## src/rtl/pifo_pop_sched_pkg.sv

```systemverilog
// Shared constants and helpers for the PIFO pop-side scheduler.
package pifo_pop_sched_pkg;
  localparam int CNT_W         = 32;
  localparam int PRIORITY_BITS = 8;
  localparam int ELEMENT_BITS  = 16;
  localparam int DEF_DEPTH     = 4;
  localparam int DEF_BACKOFF   = 4;

  localparam logic [CNT_W-1:0] CNT_MAX = '1;

  function automatic logic [CNT_W-1:0] sat_inc(input logic [CNT_W-1:0] v);
    return (v == CNT_MAX) ? v : v + 1'b1;
  endfunction
endpackage

```

## src/rtl/pifo_pop_sched_if.sv

```systemverilog
// PIFO pop port: request from the scheduler, response one cycle later from the PIFO.
interface pifo_pop_sched_if
  import pifo_pop_sched_pkg::*;
#(
  parameter int BITPORT = 1,
  parameter int BITPRIO = PRIORITY_BITS,
  parameter int BITDATA = ELEMENT_BITS
);
  logic               pop_0;
  logic [BITPORT-1:0] oprt_0;
  logic               ovld_0;
  logic [BITPRIO-1:0] opri_0;
  logic [BITDATA-1:0] odout_0;

  modport master (output pop_0, oprt_0, input ovld_0, opri_0, odout_0);
  modport slave  (input pop_0, oprt_0, output ovld_0, opri_0, odout_0);
endinterface

```

## src/rtl/pifo_out_fifo.sv

```systemverilog
// Per-port circular output buffer; head is visible combinationally.
module pifo_out_fifo #(
  parameter int DEPTH = 4,
  parameter int W     = 8
) (
  input  logic                   clk,
  input  logic                   rst,
  input  logic                   i_wr,
  input  logic [W-1:0]           i_wdata,
  input  logic                   i_rd,
  output logic                   o_vld,
  output logic [W-1:0]           o_rdata,
  output logic [$clog2(DEPTH):0] o_occ
);
  localparam int AW = $clog2(DEPTH);

  logic [W-1:0]  r_mem [DEPTH];
  logic [AW-1:0] r_wptr, r_rptr;
  logic [AW:0]   r_occ;
  logic          w_rd;

  assign o_occ   = r_occ;
  assign o_vld   = (r_occ != '0);
  assign w_rd    = i_rd && o_vld;
  assign o_rdata = r_mem[r_rptr];

  always_ff @(posedge clk) begin
    if (i_wr && !rst) r_mem[r_wptr] <= i_wdata;
  end

  // Power-of-two depth: pointers wrap naturally.
  always_ff @(posedge clk) begin
    if (rst) begin
      r_wptr <= '0;
      r_rptr <= '0;
      r_occ  <= '0;
    end else begin
      if (i_wr) r_wptr <= r_wptr + 1'b1;
      if (w_rd) r_rptr <= r_rptr + 1'b1;
      if (i_wr && !w_rd)      r_occ <= r_occ + 1'b1;
      else if (!i_wr && w_rd) r_occ <= r_occ - 1'b1;
    end
  end
endmodule

```

## src/rtl/pifo_pop_sched.sv

```systemverilog
// Round-robin pop scheduler: issues credit-checked PIFO pops and steers responses
// into per-port output buffers, with per-port backoff after a miss.
module pifo_pop_sched
  import pifo_pop_sched_pkg::*;
#(
  parameter int NUMPORT = 2,
  parameter int BITPORT = 1,
  parameter int BITPRIO = PRIORITY_BITS,
  parameter int BITDATA = ELEMENT_BITS,
  parameter int DEPTH   = DEF_DEPTH,
  parameter int BACKOFF = DEF_BACKOFF
) (
  input  logic                       clk,
  input  logic                       rst,
  input  logic [NUMPORT-1:0]         port_en,
  pifo_pop_sched_if.master           pif,
  output logic [NUMPORT-1:0]         out_vld,
  input  logic [NUMPORT-1:0]         out_rdy,
  output logic [NUMPORT*BITPRIO-1:0] out_pri,
  output logic [NUMPORT*BITDATA-1:0] out_data,
  output logic [CNT_W-1:0]           pop_cnt,
  output logic [CNT_W-1:0]           miss_cnt,
  output logic                       err
);
  localparam int OCW = $clog2(DEPTH) + 1;
  localparam int BOW = $clog2(BACKOFF + 1);
  localparam int EW  = BITPRIO + BITDATA;

  logic [NUMPORT-1:0][OCW-1:0] w_occ;
  logic [NUMPORT-1:0][EW-1:0]  w_head;
  logic [NUMPORT-1:0][BOW-1:0] r_bo;
  logic [NUMPORT-1:0]          w_elig, w_wr;
  logic [BITPORT-1:0]          r_rr, r_prt, w_gnt;
  logic                        r_iss, w_any;

  // A pop in flight holds a slot so the buffer never overflows on its response.
  always_comb begin
    w_elig = '0;
    for (int p = 0; p < NUMPORT; p++)
      w_elig[p] = port_en[p] && (r_bo[p] == '0) &&
                  ((int'(w_occ[p]) + int'(r_iss && (r_prt == BITPORT'(p)))) < DEPTH);
  end

  always_comb begin
    w_any = 1'b0;
    w_gnt = '0;
    for (int k = 0; k < NUMPORT; k++) begin
      if (!w_any && w_elig[(int'(r_rr) + k) % NUMPORT]) begin
        w_any = 1'b1;
        w_gnt = BITPORT'((int'(r_rr) + k) % NUMPORT);
      end
    end
  end

  assign pif.pop_0  = w_any && !rst;
  assign pif.oprt_0 = pif.pop_0 ? w_gnt : '0;

  always_ff @(posedge clk) begin
    if (rst) begin
      r_iss    <= 1'b0;
      r_prt    <= '0;
      r_rr     <= '0;
      r_bo     <= '0;
      pop_cnt  <= '0;
      miss_cnt <= '0;
      err      <= 1'b0;
    end else begin
      r_iss <= pif.pop_0;
      r_prt <= pif.oprt_0;
      if (w_any) r_rr <= (int'(w_gnt) == NUMPORT - 1) ? '0 : w_gnt + 1'b1;
      for (int p = 0; p < NUMPORT; p++) begin
        if (r_iss && !pif.ovld_0 && (r_prt == BITPORT'(p))) r_bo[p] <= BOW'(BACKOFF);
        else if (r_bo[p] != '0)                              r_bo[p] <= r_bo[p] - 1'b1;
      end
      if (r_iss && pif.ovld_0)  pop_cnt  <= sat_inc(pop_cnt);
      if (r_iss && !pif.ovld_0) miss_cnt <= sat_inc(miss_cnt);
      if (!r_iss && pif.ovld_0) err      <= 1'b1;
    end
  end

  for (genvar p = 0; p < NUMPORT; p++) begin : g_port
    assign w_wr[p] = r_iss && pif.ovld_0 && (r_prt == BITPORT'(p));

    pifo_out_fifo #(.DEPTH(DEPTH), .W(EW)) u_fifo (
      .clk     (clk),
      .rst     (rst),
      .i_wr    (w_wr[p]),
      .i_wdata ({pif.opri_0, pif.odout_0}),
      .i_rd    (out_rdy[p]),
      .o_vld   (out_vld[p]),
      .o_rdata (w_head[p]),
      .o_occ   (w_occ[p])
    );

    assign out_pri[p*BITPRIO +: BITPRIO]  = w_head[p][BITDATA +: BITPRIO];
    assign out_data[p*BITDATA +: BITDATA] = w_head[p][BITDATA-1:0];
  end
endmodule

```

## src/flat_wrapper.sv

```systemverilog
// flat-port wrapper written by rule: the top's interface ports become plain ports
module pifo_pop_sched_flat import pifo_pop_sched_pkg::*;
#(
  parameter int NUMPORT = 2,
  parameter int BITPORT = 1,
  parameter int BITPRIO = PRIORITY_BITS,
  parameter int BITDATA = ELEMENT_BITS,
  parameter int DEPTH   = DEF_DEPTH,
  parameter int BACKOFF = DEF_BACKOFF
)
  (clk, rst, port_en, out_vld, out_rdy, out_pri, out_data, pop_cnt, miss_cnt, err, pif_pop_0, pif_oprt_0, pif_ovld_0, pif_opri_0, pif_odout_0);
  pifo_pop_sched_if #(.BITPORT(BITPORT), .BITPRIO(BITPRIO), .BITDATA(BITDATA)) pif_i ();
  input  logic clk;
  input  logic rst;
  input  logic [NUMPORT-1:0] port_en;
  output logic [NUMPORT-1:0] out_vld;
  input  logic [NUMPORT-1:0] out_rdy;
  output logic [NUMPORT*BITPRIO-1:0] out_pri;
  output logic [NUMPORT*BITDATA-1:0] out_data;
  output logic [CNT_W-1:0] pop_cnt;
  output logic [CNT_W-1:0] miss_cnt;
  output logic err;
  output wire logic [$bits(pif_i.pop_0)-1:0] pif_pop_0;
  output wire logic [$bits(pif_i.oprt_0)-1:0] pif_oprt_0;
  input wire logic [$bits(pif_i.ovld_0)-1:0] pif_ovld_0;
  input wire logic [$bits(pif_i.opri_0)-1:0] pif_opri_0;
  input wire logic [$bits(pif_i.odout_0)-1:0] pif_odout_0;
  assign pif_pop_0 = pif_i.pop_0;
  assign pif_oprt_0 = pif_i.oprt_0;
  assign pif_i.ovld_0 = pif_ovld_0;
  assign pif_i.opri_0 = pif_opri_0;
  assign pif_i.odout_0 = pif_odout_0;
  pifo_pop_sched #(.NUMPORT(NUMPORT), .BITPORT(BITPORT), .BITPRIO(BITPRIO), .BITDATA(BITDATA), .DEPTH(DEPTH), .BACKOFF(BACKOFF)) u_core (.clk(clk), .rst(rst), .port_en(port_en), .pif(pif_i), .out_vld(out_vld), .out_rdy(out_rdy), .out_pri(out_pri), .out_data(out_data), .pop_cnt(pop_cnt), .miss_cnt(miss_cnt), .err(err));
endmodule
```

## config.mk

```make
export PLATFORM = sky130hd
export DESIGN_NAME = pifo_pop_sched_flat
export DESIGN_NICKNAME = d
export VERILOG_FILES = /design/src/rtl/pifo_pop_sched_pkg.sv /design/src/rtl/pifo_pop_sched_if.sv /design/src/rtl/pifo_out_fifo.sv /design/src/rtl/pifo_pop_sched.sv /design/src/flat_wrapper.sv
export SDC_FILE = /design/constraint.sdc
export NUM_CORES = 1
export LEC_CHECK = 0
export ABC_CLOCK_PERIOD_IN_PS = 3000
export CAP_MARGIN = 15
export CORE_AREA = 2 2 206 167
export DETAILED_ROUTE_END_ITERATION = 10
export DIE_AREA = 0 0 208 169
export SLEW_MARGIN = 0
export SYNTH_ARGS = -nofsm -noshare
export SYNTH_HDL_FRONTEND = slang
export SYNTH_SLANG_ARGS = --single-unit
```

## constraint.sdc

```tcl
create_clock -name clk -period 3 [get_ports clk]
set_input_delay 0.6 -clock clk [delete_from_list [all_inputs] [get_ports clk]]
set_output_delay 0.6 -clock clk [all_outputs]
set_load 0.01 [all_outputs]
```

==> run metrics, run 1 <==
required time of the worst setup path=2.40 ns; leading cell type by number of instances after synthesis=edfxtp_1; commonest cells in the netlist=192 x edfxtp_1, 92 x dfxtp_1, 58 x nor2_1; master cell of the clock root buffer=clkbuf_16; max cap viols=0; total of warnings raised by yosys=0; syn avg cell area=14.5 µm²; fraction of synthesized cell area taken by the top area cell type=0.504; Placement Rows=60; number of clock buffers inserted by TritonCTS=28; hold path start=rst; total die area=35200 µm²; first-pass GRT wire length=40300 µm; effective utilization at floorplan=0.345; CP max FO=24; Routed Wire Length=25500 µm; Arrival @ worst endpoint=2.22 ns; via count of the first global-routing pass=6963; top flip-flop cell by instance count after synthesis=edfxtp_1; Util after Layout=0.439; clock tree from TritonCTS=built; largest cells by area after synthesis=edfxtp_1 50%, dfxtp_1 16%, mux4_2 9.4%, a21oi_1 2.0%, ha_1 2.0%; Chip Width=208 µm; TNS Setup=0 ns; flop2flop setup slack=0.50 ns; post-route antenna net violation count=0; worst max-slew margin expressed relative to the limit=0.530; largest voltage drop on the vdd net=405 µV; WS Path Type=reg2out; layout-stage area growth over the synthesis result=27.3%; endpoint of the worst-slack reg-to-reg timing path=u_core.pop_cnt[22]; buffer depth of the longest clock path=3; placed cell count=1365; share of the yosys chip area belonging to registers=0.664; hold slack=0.457 ns; final RePlAce weighted congestion=0.789; HPWL after detailed placement=16000 µm; grt ovf=0; slew at the pin with the worst max-slew slack=0.699 ns; clk slew on worst S/H paths=0.06 ns; number of fill cells in the layout=3009; CTS hold repair buffers=0; clock insertion delay at the later pin of the skew report=0.55 ns; highest clock rate=355 MHz; time the worst path needs with I/O delays and setup=2.82 ns; DRC violations left=0; static leakage=0.00470 µW; startpoint class of the critical path=register; overall die height=169 µm; Setup Viol. Count Final=0; via count=7228; number of storage elements in the synthesis netlist=284; status=finished, final reports clean; total design power=9990 µW; number of flops mapped to enable cells by yosys=192; average wire per cell in the routed design=18.0 µm; non-filler cells, final=1420; count of port buffers added during placement=147; drt via density=5.09; worst reg2reg path depth=5; GRT Resource Usage Total=0.144; pin count of the biggest net entering global routing=66; number of nets in the layout=1014; start of the worst register-to-register path=u_core.pop_cnt[3]; count of pins over their slew limit=0; unrepaired setup endpoints after global routing=false; worst-case clock skew=0.0107 ns; number of H-tree branching levels=1; number of failing hold endpoints at the final stage=0; Detailed Route Iter0 Violations=400; most area-hungry cell type in the Yosys netlist=edfxtp_1; count of cells along the worst hold path=2; antenna violations before repair=1; fraction of final layout cells sized beyond drive strength 1=0.137; distinct cell type count of the synthesized netlist=48; gate count of the mapped netlist=789; Period Utilization, post-route=0.940; Netlist Area Pre-Place=11400 µm²; fraction of synthesis flops using an asynchronous set or reset pin=0; pwr/cell area=685 nW/µm²; Floorplan Core Area=33200 µm²; kind of end point of the critical path=output port; Hold EP=u_core.g_port[0].u_fifo.r_wptr[0]; Detailed Routing Iterations Pass 1=4; num ports=148; Hold/Removal Path Class=in2reg; syn_nets=840; CTS sink count=284
## state kept, by name (all words and copies together) (netlist names), named ones only
name,count
u_core.g_port.u_fifo.o_occ,6
u_core.g_port.u_fifo.r_rptr,4
u_core.g_port.u_fifo.r_mem,192
u_core.err,1
u_core.miss_cnt,32
u_core.g_port.u_fifo.r_wptr,4
u_core.r_prt,1
u_core.r_bo,6
u_core.r_iss,1
u_core.pop_cnt,32
u_core.r_rr,1
## logic make-up after synthesis
family                   share of synthesized area
buffers and inverters                       0.0209
XOR/XNOR                                    0.0230
flip-flops                                   0.664
AO/OA/AOI/OAI                               0.0496
multiplexers                                 0.106
AND/OR/NAND/NOR                              0.113
adder cells (fa/ha/maj)                     0.0232
## through the flow
| stage | instance area, µm² | setup WS [ns] |
|---|---|---|
| global placement | 13600 | 0.186 |
| floorplan | 11400 | 0.663 |
| detailed placement | 13600 | 0.186 |
| global route | 14600 | 0.0617 |
| finish | 14600 | 0.181 |
| CTS | 14600 | 0.132 |
## final cells by class
type                            instances  area (µm²)  share of cell area
Sequential cell                       284        7610               0.522
Timing Repair Buffer                  179        1790               0.123
Antenna cell                            1        2.50            0.000172
Clock inverter                         15         139             0.00953
Clock buffer                           37         774              0.0531
Inverter                               25        93.8             0.00644
Tap cell                              434         543              0.0373
Multi-Input combinational cell        445        3620               0.248
## worst max-delay path by stage
stage / from / to / slack, ns / depth (start not counted)
after detailed placement: port_en[0] / pif_pop_0 / 0.19 / 5
after floorplan: register / out_data[10] / 0.66 / 3
after CTS: register / out_data[24] / 0.13 / 3
after global routing: u_core.r_bo[0] / pif_oprt_0 / 0.06 / 8
after global placement: port_en[1] / pif_oprt_0 / 0.19 / 4
final: register / out_pri[13] / 0.18 / 3
## power breakdown
group | total [µW] | switching [µW] | leakage (µW) | internal [µW]
Clock | 3420 | 1440 | 0.000445 | 1990
Combinational | 2100 | 982 | 0.00178 | 1120
Sequential | 4470 | 126 | 0.00247 | 4340
## cells in the final DEF (no fill, tap or decap), types with 6 or more instances in the layout
| cell type | count |
|---|---|
| buf_4 | 25 |
| o21ai_0 | 25 |
| edfxtp_1 | 192 |
| nand4_1 | 24 |
| mux2i_1 | 6 |
| nor2b_1 | 9 |
| inv_1 | 25 |
| o31ai_1 | 9 |
| ha_1 | 17 |
| buf_12 | 7 |
| mux2_2 | 6 |
| and4_1 | 9 |
| dfxtp_1 | 90 |
| nand3_1 | 22 |
| mux4_2 | 48 |
| a21oi_1 | 46 |
| clkbuf_16 | 28 |
| clkdlybuf4s50_1 | 144 |
| nand2_1 | 26 |
| clkinv_1 | 9 |
| nor3_1 | 11 |
| and2_1 | 11 |
| nor4_1 | 7 |
| or3_1 | 30 |
| and3_1 | 7 |
| xnor2_1 | 11 |
| or4_1 | 10 |
| nor2_1 | 58 |
| xor2_1 | 19 |
## routing by layer
| metal | vias up | global-route usage | part of all wire |
|---|---|---|---|
| li1 | 3388 | - | - |
| met4 | 0 | 0.0250 | 0.013 |
| met5 | - | 0 | 0 |
| met1 | 3620 | 0.215 | 0.48 |
| met2 | 193 | 0.214 | 0.43 |
| met3 | 27 | 0.0369 | 0.071 |
## critical path: stages, from the launching register on
cell	delay [ns]
dfxtp_2	0.34
buf_12	0.23
mux4_2	0.55
clkdlybuf4s50_1	0.53
## what timing repair did
item                       4_1_cts  5_1_grt
setup endpoints to repair        2        0
buffers inserted                 2        0
resized for setup                4        0
(Power assumes the default switching activity.)
==> inputs of run 2 (changes only) <==
--- a/config.mk
+++ b/config.mk
@@ -10,6 +10,7 @@
 export CORE_AREA = 2 2 206 167
 export DETAILED_ROUTE_END_ITERATION = 10
 export DIE_AREA = 0 0 208 169
+export DONT_BUFFER_PORTS = 1
 export SLEW_MARGIN = 0
 export SYNTH_ARGS = -nofsm -noshare
 export SYNTH_HDL_FRONTEND = slang
==> run metrics, run 2 (same netlist as run 1, synthesis figures left out) <==
required time of the worst setup path=2.40 ns (about the same); Setup Viol. Count Final=0 (unchanged); layout-stage area growth over the synthesis result=12.1% (was 27.3%); grt ovf=0 (unchanged); pwr/cell area=713 nW/µm² (was 685 nW/µm²); Chip Width=208 µm (unchanged); GRT Resource Usage Total=0.134 (was 0.144); Placement Rows=60 (unchanged); Detailed Route Iter0 Violations=522 (was 400); via count=6559 (was 7228); ant diodes=0 (was 1); TNS Setup=0 ns (unchanged); Floorplan Core Area=33200 µm² (unchanged); number of clock buffers inserted by TritonCTS=29 (was 28); Arrival @ worst endpoint=2.15 ns (was 2.22 ns); CP max FO=6 (was 24); WS Path Type=reg2out (unchanged); clk slew on worst S/H paths=0.06 ns (about the same); total die area=35200 µm² (unchanged); post-route antenna net violation count=0 (unchanged); non-filler cells, final=1256 (was 1420); count of port buffers added during placement=0 (was 147); status=finished, final reports clean (unchanged); pin count of the biggest net entering global routing=102 (was 66); clock insertion delay at the later pin of the skew report=0.56 ns (was 0.55 ns); effective utilization at floorplan=0.345 (unchanged); Hold/Removal Path Class=in2reg (unchanged); number of H-tree branching levels=1 (unchanged); average wire per cell in the routed design=19.0 µm (was 18.0 µm); registers with the most flip-flops=u_core.g_port.u_fifo.r_mem (192), u_core.miss_cnt (32), u_core.pop_cnt (32) (unchanged); most common cell after layout, fill and taps aside=edfxtp_1 (unchanged); count of pins over their slew limit=0 (unchanged); via count of the first global-routing pass=6225 (was 6963); unrepaired setup endpoints after global routing=false (unchanged); time the worst path needs with I/O delays and setup=2.75 ns (was 2.82 ns); first-pass GRT wire length=37100 µm (was 40300 µm); static leakage=0.00403 µW (was 0.00470 µW); Period Utilization, post-route=0.918 (was 0.940); number of nets in the layout=855 (was 1014); highest clock rate=363 MHz (was 355 MHz); HPWL after detailed placement=14400 µm (was 16000 µm); startpoint class of the critical path=register (unchanged); Routed Wire Length=23900 µm (was 25500 µm); total design power=9150 µW (was 9990 µW); max cap viols=0 (unchanged); Largest register FFs=192 (unchanged); Post-Place Cell Area=12000 µm² (was 13600 µm²); highest-count cells in the layout ignoring fill and taps=192 x edfxtp_1, 90 x dfxtp_1, 58 x nor2_1 (was 192 x edfxtp_1, 144 x clkdlybuf4s50_1, 90 x dfxtp_1); overall die height=169 µm (unchanged); Design Area, Final=12800 µm² (was 14600 µm²); DRC violations left=0 (unchanged); slew at the pin with the worst max-slew slack=0.910 ns (was 0.699 ns); final RePlAce weighted congestion=0.802 (was 0.789); largest voltage drop on the vdd net=442 µV (was 405 µV); drt via density=5.22 (was 5.09); worst-case clock skew=0.00694 ns (was 0.0107 ns); Reg with most FFs=u_core.g_port.u_fifo.r_mem (unchanged); CTS sink count=284 (unchanged); buffer depth of the longest clock path=3 (unchanged); num ports=148 (unchanged); placed cell count=1207 (was 1365); fraction of final layout cells sized beyond drive strength 1=0.146 (was 0.137); worst max-slew margin expressed relative to the limit=0.390 (was 0.530); number of failing hold endpoints at the final stage=0 (unchanged); clock tree from TritonCTS=built (unchanged); Detailed Routing Iterations Pass 1=6 (was 4); master cell of the clock root buffer=clkbuf_16 (unchanged); kind of end point of the critical path=output port (unchanged); antenna violations before repair=0 (was 1)
==> run 2: changes by cell type in the layout (fill, tap and decap cells not counted), sizes merged <==
cell and delta:
clkinv -1, clkbuf -2, bufinv -2, dlygate4sd2 -2
diode -1, buf -14, inv +2, clkdlybuf4s50 -144
==> run 2: layout make-up <==
cell class / count / area (µm²)
Clock buffer: 35 / 748
Inverter: 25 / 93.8
Multi-Input combinational cell: 445 / 3620
Tap cell: 434 / 543
Timing Repair Buffer: 19 / 143
Clock inverter: 14 / 80.1
Sequential cell: 284 / 7610
Fill cell: 3122 / 20300
==> run 2: worst paths after layout <==
path | from | end | slack (ns) | cells past startpoint
worst max-delay path | u_core.r_bo[0] | pif_oprt_0 | 0.25 | 7
worst min-delay path | rst | u_core.miss_cnt[27] | 0.11 | 1
worst max register to register | u_core.miss_cnt[24] | u_core.miss_cnt[3] | 0.47 | 5
worst min register to register | u_core.g_port[0].u_fifo.r_wptr[1] | u_core.g_port[0].u_fifo.r_wptr[1] | 0.49 | 2
==> run 2: per-stage QoR <==
stage	setup WS, ns	utilization	hold slack (ns)
2_1_floorplan	0.663	-	0.458
3_3_place_gp	0.553	0.362	0.468
3_5_place_dp	0.525	0.362	0.482
4_1_cts	0.0746	0.387	0.0701
5_1_grt	0.0798	0.387	0.0695
6_report	0.245	0.387	0.108
==> run 2: critical path, cell delays in order (launching register included) <==
cell and delay [ns]:
dfxtp_1 0.32, inv_1 0.05, ha_1 0.17, ha_1 0.28, nand2_1 0.08, a311o_1 0.38
nor2_1 0.21, nor3_2 0.11
==> run 2: routing by layer <==
layer | vias to the layer above | GRT usage | part of all wire
li1 | 3061 | - | -
met4 | 0 | 0.0336 | 0.020
met3 | 40 | 0.0401 | 0.073
met2 | 197 | 0.199 | 0.44
met1 | 3261 | 0.191 | 0.47
met5 | - | 0 | 0
==> run 2: timing repair <==
action / 4_1_cts / 5_1_grt
endpoints found under the setup margin: 0 / 2
setup buffers: 0 / 0
hold buffers: 0 / 0
resized for setup: 0 / 2
==> run 2: power breakdown <==
group	switching [µW]	leakage (µW)	total, µW	internal (µW)
registers	210	0.00247	4550	4340
clock network	1450	0.000409	3210	1770
logic	748	0.00115	1380	635
